===== config.mk =====
export PLATFORM = sky130hd
export DESIGN_NAME = line_window_3x3
export DESIGN_NICKNAME = d
export VERILOG_FILES = /design/src/rtl/img_pkg.sv /design/src/rtl/row_delay.sv /design/src/rtl/line_window_3x3.sv
export SDC_FILE = /design/constraint.sdc
export NUM_CORES = 1
export LEC_CHECK = 0
export BUFFER_PORTS_ARGS = -buffer_cell sky130_fd_sc_hd__buf_2
export CAP_MARGIN = 25
export CORE_MARGIN = 5
export CORE_UTILIZATION = 56
export DETAILED_ROUTE_END_ITERATION = 10
export GPL_ROUTABILITY_DRIVEN = 0
export PLACE_DENSITY = 0.75
export SLEW_MARGIN = 20
export SYNTH_ARGS = -nofsm -noshare
export SYNTH_HDL_FRONTEND = slang
export SYNTH_HIERARCHICAL = 1
export SYNTH_SLANG_ARGS = --single-unit

===== constraint.sdc =====
create_clock -name clk_i -period 3.65 [get_ports clk_i]
set_clock_uncertainty 0.15 [all_clocks]
set_input_delay 0.365 -clock clk_i [delete_from_list [all_inputs] [get_ports clk_i]]
set_output_delay 0.365 -clock clk_i [all_outputs]
set_load 0.1 [all_outputs]

===== src/rtl/img_pkg.sv =====
// Shared image-pipeline definitions: default pixel width, pixel type and kernel mode codes.
package img_pkg;

  localparam int unsigned PIX_W_DEF = 4;

  typedef logic [PIX_W_DEF-1:0] pix_t;

  typedef enum logic [1:0] {
    ModeSmooth = 2'd0,
    ModeEdge   = 2'd1,
    ModePass   = 2'd2
  } kern_mode_e;

endpackage


===== src/rtl/row_delay.sv =====
// Single-row delay line: on each enable returns the sample written Depth enables earlier.
module row_delay #(
  parameter int unsigned Depth = 64,
  parameter int unsigned Width = 4
) (
  input  logic             clk_i,
  input  logic             rst_ni,
  input  logic             en_i,
  input  logic [Width-1:0] d_i,
  output logic [Width-1:0] q_o
);

  localparam int unsigned PtrW = (Depth > 1) ? $clog2(Depth) : 1;

  // Contents deliberately unreset so the array can map onto RAM.
  logic [Width-1:0] mem_q [Depth];
  logic [PtrW-1:0]  ptr_q, ptr_d;

  assign q_o = mem_q[ptr_q];

  always_comb begin
    ptr_d = ptr_q;
    if (en_i) begin
      ptr_d = (ptr_q == PtrW'(Depth - 1)) ? '0 : ptr_q + PtrW'(1);
    end
  end

  always_ff @(posedge clk_i) begin
    if (en_i) begin
      mem_q[ptr_q] <= d_i;
    end
  end

  always_ff @(posedge clk_i or negedge rst_ni) begin
    if (!rst_ni) begin
      ptr_q <= '0;
    end else begin
      ptr_q <= ptr_d;
    end
  end

endmodule


===== src/rtl/line_window_3x3.sv =====
// Streaming 3x3 window generator over a raster pixel stream with valid/ready handshake.
// Optional centre coordinate outputs are enabled by defining LINEWIN_COORD_EN.
module line_window_3x3
  import img_pkg::*;
#(
  parameter int unsigned IMG_W = 64,
  parameter int unsigned IMG_H = 64,
  parameter int unsigned PIX_W = PIX_W_DEF
) (
  input  logic                     clk_i,
  input  logic                     rst_ni,
  input  logic                     in_valid_i,
  output logic                     in_ready_o,
  input  logic [PIX_W-1:0]         in_pix_i,
  input  logic                     in_sof_i,
  input  logic                     out_ready_i,
`ifdef LINEWIN_COORD_EN
  output logic [$clog2(IMG_W)-1:0] out_x_o,
  output logic [$clog2(IMG_H)-1:0] out_y_o,
`endif
  output logic                     out_valid_o,
  output logic [PIX_W-1:0]         p1_o,
  output logic [PIX_W-1:0]         p2_o,
  output logic [PIX_W-1:0]         p3_o,
  output logic [PIX_W-1:0]         p4_o,
  output logic [PIX_W-1:0]         p5_o,
  output logic [PIX_W-1:0]         p6_o,
  output logic [PIX_W-1:0]         p7_o,
  output logic [PIX_W-1:0]         p8_o,
  output logic [PIX_W-1:0]         p9_o
);

  localparam int unsigned XW = $clog2(IMG_W);
  localparam int unsigned YW = $clog2(IMG_H);

  logic             accept, win_load;
  logic [XW-1:0]    col_q, col_d, cur_col;
  logic [YW-1:0]    row_q, row_d, cur_row;
  logic [PIX_W-1:0] buf_a, buf_b;
  logic [PIX_W-1:0] live [3];
  // Per window row: [0] holds column c-2, [1] holds c-1; column c is the live tap.
  logic [PIX_W-1:0] sr_q [3][2];
  logic [PIX_W-1:0] sr_d [3][2];
  logic [PIX_W-1:0] win_q [9];
  logic [PIX_W-1:0] win_d [9];
  logic             out_valid_q, out_valid_d;

  assign in_ready_o = !out_valid_q || out_ready_i;

  row_delay #(
    .Depth (IMG_W),
    .Width (PIX_W)
  ) u_row_a (
    .clk_i  (clk_i),
    .rst_ni (rst_ni),
    .en_i   (accept),
    .d_i    (in_pix_i),
    .q_o    (buf_a)
  );

  row_delay #(
    .Depth (IMG_W),
    .Width (PIX_W)
  ) u_row_b (
    .clk_i  (clk_i),
    .rst_ni (rst_ni),
    .en_i   (accept),
    .d_i    (buf_a),
    .q_o    (buf_b)
  );

  always_comb begin
    accept   = in_valid_i && in_ready_o;
    cur_col  = in_sof_i ? '0 : col_q;
    cur_row  = in_sof_i ? '0 : row_q;
    win_load = accept && (cur_row >= YW'(2)) && (cur_col >= XW'(2));

    col_d = col_q;
    row_d = row_q;
    if (accept) begin
      if (cur_col == XW'(IMG_W - 1)) begin
        col_d = '0;
        row_d = (cur_row == YW'(IMG_H - 1)) ? '0 : cur_row + YW'(1);
      end else begin
        col_d = cur_col + XW'(1);
        row_d = cur_row;
      end
    end

    live[0] = buf_b;
    live[1] = buf_a;
    live[2] = in_pix_i;

    sr_d        = sr_q;
    win_d       = win_q;
    out_valid_d = out_valid_q;
    for (int r = 0; r < 3; r++) begin
      if (accept) begin
        sr_d[r][0] = sr_q[r][1];
        sr_d[r][1] = live[r];
      end
      if (win_load) begin
        win_d[3*r]     = sr_q[r][0];
        win_d[3*r + 1] = sr_q[r][1];
        win_d[3*r + 2] = live[r];
      end
    end
    if (win_load) begin
      out_valid_d = 1'b1;
    end else if (out_ready_i) begin
      out_valid_d = 1'b0;
    end
  end

  always_ff @(posedge clk_i or negedge rst_ni) begin
    if (!rst_ni) begin
      col_q       <= '0;
      row_q       <= '0;
      out_valid_q <= 1'b0;
      for (int r = 0; r < 3; r++) begin
        sr_q[r][0] <= '0;
        sr_q[r][1] <= '0;
      end
      for (int k = 0; k < 9; k++) begin
        win_q[k] <= '0;
      end
    end else begin
      col_q       <= col_d;
      row_q       <= row_d;
      out_valid_q <= out_valid_d;
      sr_q        <= sr_d;
      win_q       <= win_d;
    end
  end

`ifdef LINEWIN_COORD_EN
  logic [XW-1:0] x_q;
  logic [YW-1:0] y_q;

  always_ff @(posedge clk_i or negedge rst_ni) begin
    if (!rst_ni) begin
      x_q <= '0;
      y_q <= '0;
    end else if (win_load) begin
      x_q <= cur_col - XW'(1);
      y_q <= cur_row - YW'(1);
    end
  end

  assign out_x_o = x_q;
  assign out_y_o = y_q;
`endif

  assign out_valid_o = out_valid_q;
  assign p1_o = win_q[0];
  assign p2_o = win_q[1];
  assign p3_o = win_q[2];
  assign p4_o = win_q[3];
  assign p5_o = win_q[4];
  assign p6_o = win_q[5];
  assign p7_o = win_q[6];
  assign p8_o = win_q[7];
  assign p9_o = win_q[8];

endmodule


==> results.yml <==
yosys:
  ys_types: 66
  syn-num-nets: 1586
  syn_area_per_cell_um2: 15.4
  synth_top_area_share_pct: 63.7
  ys_warn_count: 6
  netlist_top_cells_count: "edfxtp_1 (512), nor2_1 (178), nand2_1 (131)"
  syn_inst: 1571
  synthesis.area_um2: 24100
  synth_edf_count: 512
  ys_async_sr_fraction_pct: 14.2
  synth_top_cell_by_area: "edfxtp_1"
  yosys-top-cells-area: "edfxtp_1 (64%), dfrtp_1 (8.8%), mux4_2 (3.0%), nor2_1 (2.8%), a221oi_1 (2.2%)"
  ys_seq_area_share_pct: 72.5
  ys.flop_type: "edfxtp_1"
  ys_ff_latch: 597
  synth.most_common_cell: "edfxtp_1"
grt:
  grtUsageMet3_pct: 6.25
  grt_use_met1_pct: 35.7
  grt_antenna_before_repair: 1
  grt_start_max_net_pins: 67
  top_usage_layer: "met2"
  grt_pass1_vias: 14300
  met2_usage_pct: 36.2
  gr-total-overflow: 0
  grt_use_total_pct: 24.1
  grt_pass1_wl_um: 87400
die:
  io_pins: 47
  die-area_um2: 47300
  die_w_um: 218
  start_util_pct: 56.3
  die_height_um: 218
  core_area_um2: 42900
  rows: 76
critical_path:
  cp.required_ps: 3780
  worstPathCellList: "buf_4 > inv_2 > a221oi_1 > nor2_1 > nor2_1 > o22ai_1 > or4_2 > buf_4"
  end_kind: "register"
  crit_type: "reg -> reg"
  cp_data_arrival_time_ps: 3640
  worst_path_max_delay_cell: "or4_2"
  cpPeakStageDelay_ps: 730
  crit_path_max_fanout: 64
  worst_setup_path_start_kind: "register"
placement:
  dpl.hpwl_um: 35300
  io_buffers: 46
final_layout:
  multiInputGateArea_um2: 6000
  n_fill_cell: 2894
  diodes: 0
  drive_gt1_share_pct: 18.7
  syn2layout_area_growth_pct: 11.7
  layout.nets: 1657
  ff_latch_area_um2: 17500
  fin_util_pct: 62.9
timing:
  min_period_over_period_pct: 96.3
  hold_violations: 0
  max_clock_freq_ghz: 0.285
  tns_ps: 0
  worst-slew-pin-transition_ps: 1040
  fin_crit_ps: 3510
  drv_slew: 0
  slew_headroom_pct: 30.7
  rsz0062_at_grt: "false"
  setup_viol: 0
cts:
  cts.sinks: 597
  cts_root_buf: "clkbuf_16"
  cts_setup_buffers: 0
  cts_tree: "yes"
  path_clk_slew_ps: 60
  numCtsBuffers: 56
  clk_latency_ps: 630
  cts_htree_levels: 2
  clockBufferDepth: 3
power:
  power.leakage_nw: 9.32
  worst_ir_drop_vdd_v: 0.000939
  p_per_area_nw_per_um2: 866
route:
  drc_errors: 0
  drt_iter0_drc: 2302
  wire_per_inst_um: 25.4
  drtAntennaViolNets: 0
  dr.pass1.iters: 7
  routed_wl_um: 57600
  vias_per_cell: 6.49
  num_vias: 14800
run_status:
  outcome: "finished clean"
hold_path:
  hold_class: "in -> async"
run:
  maxCapViolations: 0
## logic make-up (layout without fill, tap and decap cells)
| group | count (synthesis) | count (layout) | synth area share [%] |
|---|---|---|---|
| multiplexers | 131 | 131 | 7.84 |
| adder cells (fa/ha/maj) | 6 | 6 | 0.311 |
| AO/OA/AOI/OAI | 299 | 299 | 8.80 |
| AND/OR/NAND/NOR | 416 | 416 | 7.63 |
| flip-flops | 597 | 597 | 72.5 |
| XOR/XNOR | 6 | 6 | 0.218 |
| buffers and inverters | 116 | 234 | 2.65 |
## registers in the layout (all words and copies together) (netlist names), 6 cells and up
signal,flops
col_q,6
row_q,6
sr_q,24
u_row_a/mem_q,256
u_row_a/ptr_q,6
u_row_b/mem_q,256
u_row_b/ptr_q,6
## cell usage in the layout (no fill, tap or decap), types with 38 or more instances in the layout
cell type | synthesis | final
a21oi_1 | 51 | 51
a221oi_1 | 60 | 60
a22oi_1 | 68 | 68
buf_2 | 28 | 44
buf_4 | 12 | 64
clkbuf_16 | 0 | 58
dfrtp_1 | 85 | 79
edfxtp_1 | 512 | 512
mux2i_1 | 42 | 42
nand2_1 | 131 | 131
nor2_1 | 178 | 178
o21ai_0 | 38 | 38
## worst max-delay path: cells and delay by family, from the launching register on
kind	cells	cell delay [ps]
and+or+nand+nor	3	1000
buffers and inverters	3	890
DFF	1	610
AOI/OAI and AO/OA	2	470
## metrics by stage
stage	hold WS (ps)	total power [W]	std cells	instance area, µm²	setup slack, ps
2_1_floorplan	-80.6	0.0151	1571	24100	23.1
3_3_place_gp	230	0.0174	2166	25100	242
3_5_place_dp	233	0.0176	2166	25100	201
4_1_cts	104	0.0233	2274	27000	128
5_1_grt	141	0.0242	2274	27000	15.9
6_report	128	0.0233	2274	27000	135
## layout make-up
| class | count | area share (%) |
|---|---|---|
| tap | 585 | 2.72 |
| inverter | 12 | 0.186 |
| timing repair buffer | 117 | 3.16 |
| clock inverter | 30 | 0.928 |
| multi-input combinational | 858 | 22.2 |
| sequential | 597 | 65.0 |
| clock buffer | 75 | 5.81 |
## per-layer routing
layer | share of wire, % | wire, µm | up-vias
li1 | - | - | 6243
met1 | 40 | 22900 | 7324
met2 | 45 | 26200 | 1054
met3 | 12 | 7020 | 144
met4 | 2.7 | 1560 | 2
met5 | 0.026 | 15 | -
## path summary, 6_finish.rpt
| path | from | end | slack, ps | depth (start not counted) |
|---|---|---|---|---|
| setup / recovery | u_row_a/ptr_q[2] | u_row_b/mem_q[10][0] | 140 | 8 |
| hold / removal | rst_ni | p6_o[2] | 130 | 2 |
| setup reg to reg | u_row_a/ptr_q[2] | u_row_b/mem_q[10][0] | 140 | 8 |
| hold reg to reg | sr_q[14] | sr_q[14] | 320 | 2 |
| max in group asynchronous | rst_ni | u_row_b/ptr_q[0] | 2420 | 3 |
| min in group clk_i | in_valid_i | sr_q[12] | 130 | 5 |
## where the power goes
group / internal (W) / switching, W
clock: 0.00323 / 0.00246
sequential: 0.00920 / 0.000546
combinational: 0.00222 / 0.00568
## timing repair
action | 4_1_cts | 5_1_grt
hold buffers | 3 | 0
gates resized for setup | 0 | 2
setup endpoints to repair | 0 | 64
hold endpoints to repair | 45 | 0
(Power assumes the default switching activity.)
